===== config.mk =====
export PLATFORM = sky130hd
export DESIGN_NAME = ifetch
export DESIGN_NICKNAME = d
export VERILOG_FILES = /design/src/rtl/ifetch.sv
export SDC_FILE = /design/constraint.sdc
export NUM_CORES = 1
export LEC_CHECK = 0
export CORE_UTILIZATION = 30
export DETAILED_ROUTE_END_ITERATION = 16
export RECOVER_POWER = 100
export SYNTH_ARGS = -nofsm -noshare
export SYNTH_HDL_FRONTEND = slang
export SYNTH_SLANG_ARGS = --single-unit

===== constraint.sdc =====
create_clock -name clk -period 2.1 [get_ports clk]
set_input_delay 0.63 -clock clk [delete_from_list [all_inputs] [get_ports clk]]
set_output_delay 0.63 -clock clk [all_outputs]
set_load 0.02 [all_outputs]

===== src/rtl/ifetch.sv =====
// Instruction fetch stage: issues single-outstanding word reads to instruction
// memory and presents one registered instruction at a time to decode/immgen.
module ifetch #(
  parameter logic [31:0] RESET_PC = 32'h0000_0000
) (
  input  logic        clk,
  input  logic        rst,
  output logic        imem_req,
  output logic [31:0] imem_addr,
  input  logic        imem_rvalid,
  input  logic [31:0] imem_rdata,
  input  logic        stall,
  input  logic        redirect,
  input  logic [31:0] redirect_pc,
  output logic [31:0] instr,
  output logic [31:0] pc,
  output logic [31:0] pc_four,
  output logic        instr_vld,
  output logic        misalign_err
);

  localparam logic [31:0] NOP_INSTR = 32'h0000_0013;

  typedef enum logic [1:0] {
    IDLE  = 2'd0,
    WAIT  = 2'd1,
    HOLD  = 2'd2,
    FLUSH = 2'd3
  } state_t;

  state_t      state;
  state_t      state_nxt;
  logic [31:0] fetch_pc;
  logic        req_raw;
  logic        accept;

  function automatic logic [31:0] pc_inc(input logic [31:0] a);
    return a + 32'd4;
  endfunction

  function automatic logic [31:0] word_align(input logic [31:0] a);
    return {a[31:2], 2'b00};
  endfunction

  // Next-state and request decode; redirect always wins and suppresses requests
  always_comb begin
    state_nxt = state;
    req_raw   = 1'b0;
    accept    = 1'b0;
    case (state)
      IDLE: begin
        if (!redirect) begin
          req_raw   = 1'b1;
          state_nxt = WAIT;
        end
      end
      WAIT: begin
        if (redirect) begin
          state_nxt = imem_rvalid ? IDLE : FLUSH;
        end else if (imem_rvalid) begin
          accept    = 1'b1;
          state_nxt = HOLD;
        end
      end
      HOLD: begin
        if (redirect) begin
          state_nxt = IDLE;
        end else if (!stall) begin
          req_raw   = 1'b1;
          state_nxt = WAIT;
        end
      end
      FLUSH: begin
        if (imem_rvalid) begin
          state_nxt = IDLE;
        end
      end
      default: state_nxt = IDLE;
    endcase
  end

  assign imem_req  = req_raw & ~rst;
  assign imem_addr = fetch_pc;

  // Registered state, fetch pointer and the presented instruction
  always_ff @(posedge clk) begin
    if (rst) begin
      state        <= IDLE;
      fetch_pc     <= RESET_PC;
      instr        <= NOP_INSTR;
      pc           <= RESET_PC;
      pc_four      <= pc_inc(RESET_PC);
      instr_vld    <= 1'b0;
      misalign_err <= 1'b0;
    end else begin
      state        <= state_nxt;
      misalign_err <= redirect & (|redirect_pc[1:0]);
      if (redirect) begin
        fetch_pc  <= word_align(redirect_pc);
        instr_vld <= 1'b0;
      end else if (accept) begin
        instr     <= imem_rdata;
        pc        <= fetch_pc;
        pc_four   <= pc_inc(fetch_pc);
        fetch_pc  <= pc_inc(fetch_pc);
        instr_vld <= 1'b1;
      end else if (req_raw) begin
        // A request out of HOLD means the held instruction was consumed
        instr_vld <= 1'b0;
      end
    end
  end

endmodule


==> results.sh <==
export IMPL_grt_pass1_wl_um=32310
export IMPL_rows=50
export IMPL_final_nets=1039
export IMPL_cts_root_buf="clkbuf_16"
export IMPL_cap_violations=0
export IMPL_yosysWarnings=0
export IMPL_async_flop_share_pct=0
export IMPL_min_to="pc[6]"
export IMPL_place_area_um2=8586
export IMPL_worstHoldPathType="flip-flop to flip-flop"
export IMPL_cts_path_max_buffers=2
export IMPL_intPower_mw=4.589
export IMPL_rr_startpoint="imem_addr[3]"
export IMPL_cp_slowest_cell="clkdlybuf4s50_1"
export IMPL_synth_area_per_cell_um2=8.043
export IMPL_hp_start="pc[6]"
export IMPL_hold_viol=0
export IMPL_drt_pass1_iterations=5
export IMPL_pre_cts_ws_ps=-523.0
export IMPL_clock_skew_ps=10.43
export IMPL_grt_pass1_vias=5874
export IMPL_clkTransAtPathRegs_ps=60
export IMPL_insertedDiodeCount=0
export IMPL_worstPathRequired_ps=1470
export IMPL_power_density_nw_per_um2=698.3
export IMPL_yosysTopAreaCell="dfxtp_1"
export IMPL_drt_iter0_markers=478
export IMPL_clkPwrFrac_pct=46.1
export IMPL_die_w_um=142.2
export IMPL_ys_ff_latch=126
export IMPL_cp_cell_sequence="clkdlybuf4s50_1"
export IMPL_fp_dieH_um=142.2
export IMPL_synthTopCellsByCount="149 x nand2_1, 126 x dfxtp_1, 65 x a21oi_1, 54 x nor2_1, 30 x clkbuf_1"
export IMPL_power_mw=6.356
export IMPL_place_congestion=0.8636
export IMPL_irDropWorstVdd_mv=0.5560
export IMPL_instances_no_fill=1242
export IMPL_worstPathArrival_ps=1420
export IMPL_cts_sinks=126
export IMPL_status="completed"
export IMPL_min_path_cells=2
export IMPL_drtAntennaViolNets=0
export IMPL_core_region_area_um2=18960
export IMPL_ys_seq_area_share_pct=42.78
export IMPL_synthTopCellsByArea="dfxtp_1 43%, nand2_1 9.5%, a21oi_1 5.5%"
export IMPL_htree_levels=4
export IMPL_hpwl_um=15450
export IMPL_ys_flop_type="dfxtp_1"
export IMPL_grt_antenna_before_repair=0
export IMPL_period_needed_ps=2047
export IMPL_switching_share_pct=27.80
export IMPL_viasPerCell=5.109
export IMPL_synth_edf_count=0
export IMPL_combinationalPowerShare_pct=13.4
export IMPL_place_inst=1209
export IMPL_cts_tree="built"
export IMPL_dieArea_um2=20220
export IMPL_synth_most_common_cell="nand2_1"
export IMPL_tightest_slew_ps=710.9
export IMPL_design_area_um2=9101
export IMPL_synth_distinct_cells=66
export IMPL_wirelength_um=21070
export IMPL_rrSetupSlack_ps=90
export IMPL_layout_drive_gt1_share_pct=15.38
export IMPL_wire_per_inst_um=16.96
export IMPL_critical_path_startpoint_type="flip-flop"
export IMPL_min_period_over_period_pct=97.48
export IMPL_drv_slew=0
export IMPL_yosysTopAreaCellShare_pct=42.78
export IMPL_clock_latency_ps=420
export IMPL_fmax_mhz=488.5
export IMPL_setup_ws_ps=52.90
export IMPL_syn_inst=733
export IMPL_grt_usage_pct=20.90
export IMPL_path_class="flip-flop to output port"
export IMPL_p_leak_nw=3.234
export IMPL_crit_fanout=2
export IMPL_r2r_worst_path_cells=6
export IMPL_switchingPower_mw=1.767
export IMPL_slew_headroom_pct=52.61
export IMPL_critPathTopFamily="buffers and inverters"
export IMPL_seq_power_share_pct=40.6
export IMPL_reg2reg_to="imem_addr[16]"
export IMPL_grt_start_max_net_pins=56
export IMPL_numCtsBuffers=17
export IMPL_numPortBuffers=193
export IMPL_gr_total_overflow=0
export IMPL_ctsHoldBuffers=0
export IMPL_cp_buffers_inverters=1
export IMPL_endpoint_kind="output port"
export IMPL_finalSetupViolCount=0
export IMPL_synth_area_um2=5896
export IMPL_via_count=6345
export IMPL_synthToLayoutAreaGrowth_pct=54.37
export IMPL_drc=0
export IMPL_slowest_delay_ps=640
export IMPL_num_io_pins=200
export IMPL_path_depth=1
export IMPL_start_util_pct=31.10
export IMPL_rsz0062_at_grt="false"
==> worst max-delay path by stage <==
stage                              from     endpoint  slack [ps]
after floorplan                redirect     imem_req          30
final                       pc_four[20]  pc_four[20]          50
after detailed placement          stall     imem_req        -520
after global placement            stall     imem_req        -510
after global routing      imem_addr[17]  pc_four[23]           2
after CTS                         stall     imem_req         -40
==> logic make-up (layout without fill, tap and decap cells) <==
| logic type | Yosys count | after routing | synth area share [%] |
|---|---|---|---|
| AO/OA/AOI/OAI | 160 | 160 | 17.89 |
| XOR/XNOR | 18 | 18 | 2.674 |
| AND/OR/NAND/NOR | 343 | 343 | 29.29 |
| flip-flops | 126 | 126 | 42.78 |
| buffers and inverters | 84 | 328 | 7.088 |
| adder cells (fa/ha/maj) | 1 | 1 | 0.2122 |
| other | 1 | 6 | 0.06361 |
==> what timing repair did <==
item	in CTS	in global routing
endpoints found under the setup margin	24	19
resized for setup	40	5
buffers inserted	0	1
pin swaps	1	2
gates cloned	0	0
==> sequential cells by signal, indices dropped and copies added, names as in the netlist <==
register	flops
state	2
instr_vld	1
pc	30
instr	32
pc_four	30
misalign_err	1
imem_addr	30
==> power groups by stage <==
| stage | Clock, mW | Sequential, mW | Combinational (mW) |
|---|---|---|---|
| after floorplan | 0 | 2.69 | 0.333 |
| after global placement | 0 | 2.63 | 0.879 |
| after detailed placement | 0 | 2.63 | 0.880 |
| after CTS | 3.01 | 2.58 | 0.866 |
| after global routing | 3.13 | 2.59 | 0.913 |
| final | 2.93 | 2.58 | 0.851 |
==> cell type report <==
cell class | count | area [um2]
Multi-Input combinational cell | 528 | 3008
Sequential cell | 126 | 2526
Fill cell | 1922 | 9854
Clock inverter | 14 | 148.9
Inverter | 6 | 22.52
Tap cell | 260 | 325.3
Timing Repair Buffer | 290 | 2631
Clock buffer | 18 | 439.2
==> per-stage QoR <==
step	utilization, %	setup TNS [ps]	hold slack (ps)
2_1_floorplan	-	0	492.8
3_3_place_gp	45.29	-36800	441.2
3_5_place_dp	45.29	-37380	445.5
4_1_cts	48.37	-38.43	454.6
5_1_grt	48.01	0	469.0
6_report	48.01	0	452.3
==> placed cells by master (no fill, tap or decap), drive strengths merged, types with 3 or more instances in the layout <==
cell type and instances:
clkdlybuf4s50 161, nand2 151, dfxtp 126, buf 82
a21oi 65, nor2 54, clkbuf 37, nand4 24
dlygate4sd2 23, nor4 23, nor3 20, a311oi 19
o21ai 19, a211oi 19, nand3 18, inv 13
xnor2 11, and4 10, or3 8, and3 8
or4 8, xor2 7, a2111oi 7, o31ai 6
conb 6, nor2b 4, nor3b 4, o31a 4
a31oi 4, clkinv 4, dlygate4sd3 4, and2 3
or2 3
==> metal layers <==
metal / GRT usage, % / vias to the layer above / wire (um)
met5: 0 / - / 0
met4: 9.394 / 0 / 614
met3: 4.711 / 36 / 1519
met2: 32.66 / 257 / 9535
met1: 27.38 / 2948 / 9396
li1: - / 3104 / -
Note: power is estimated with default switching activity, not from simulation.
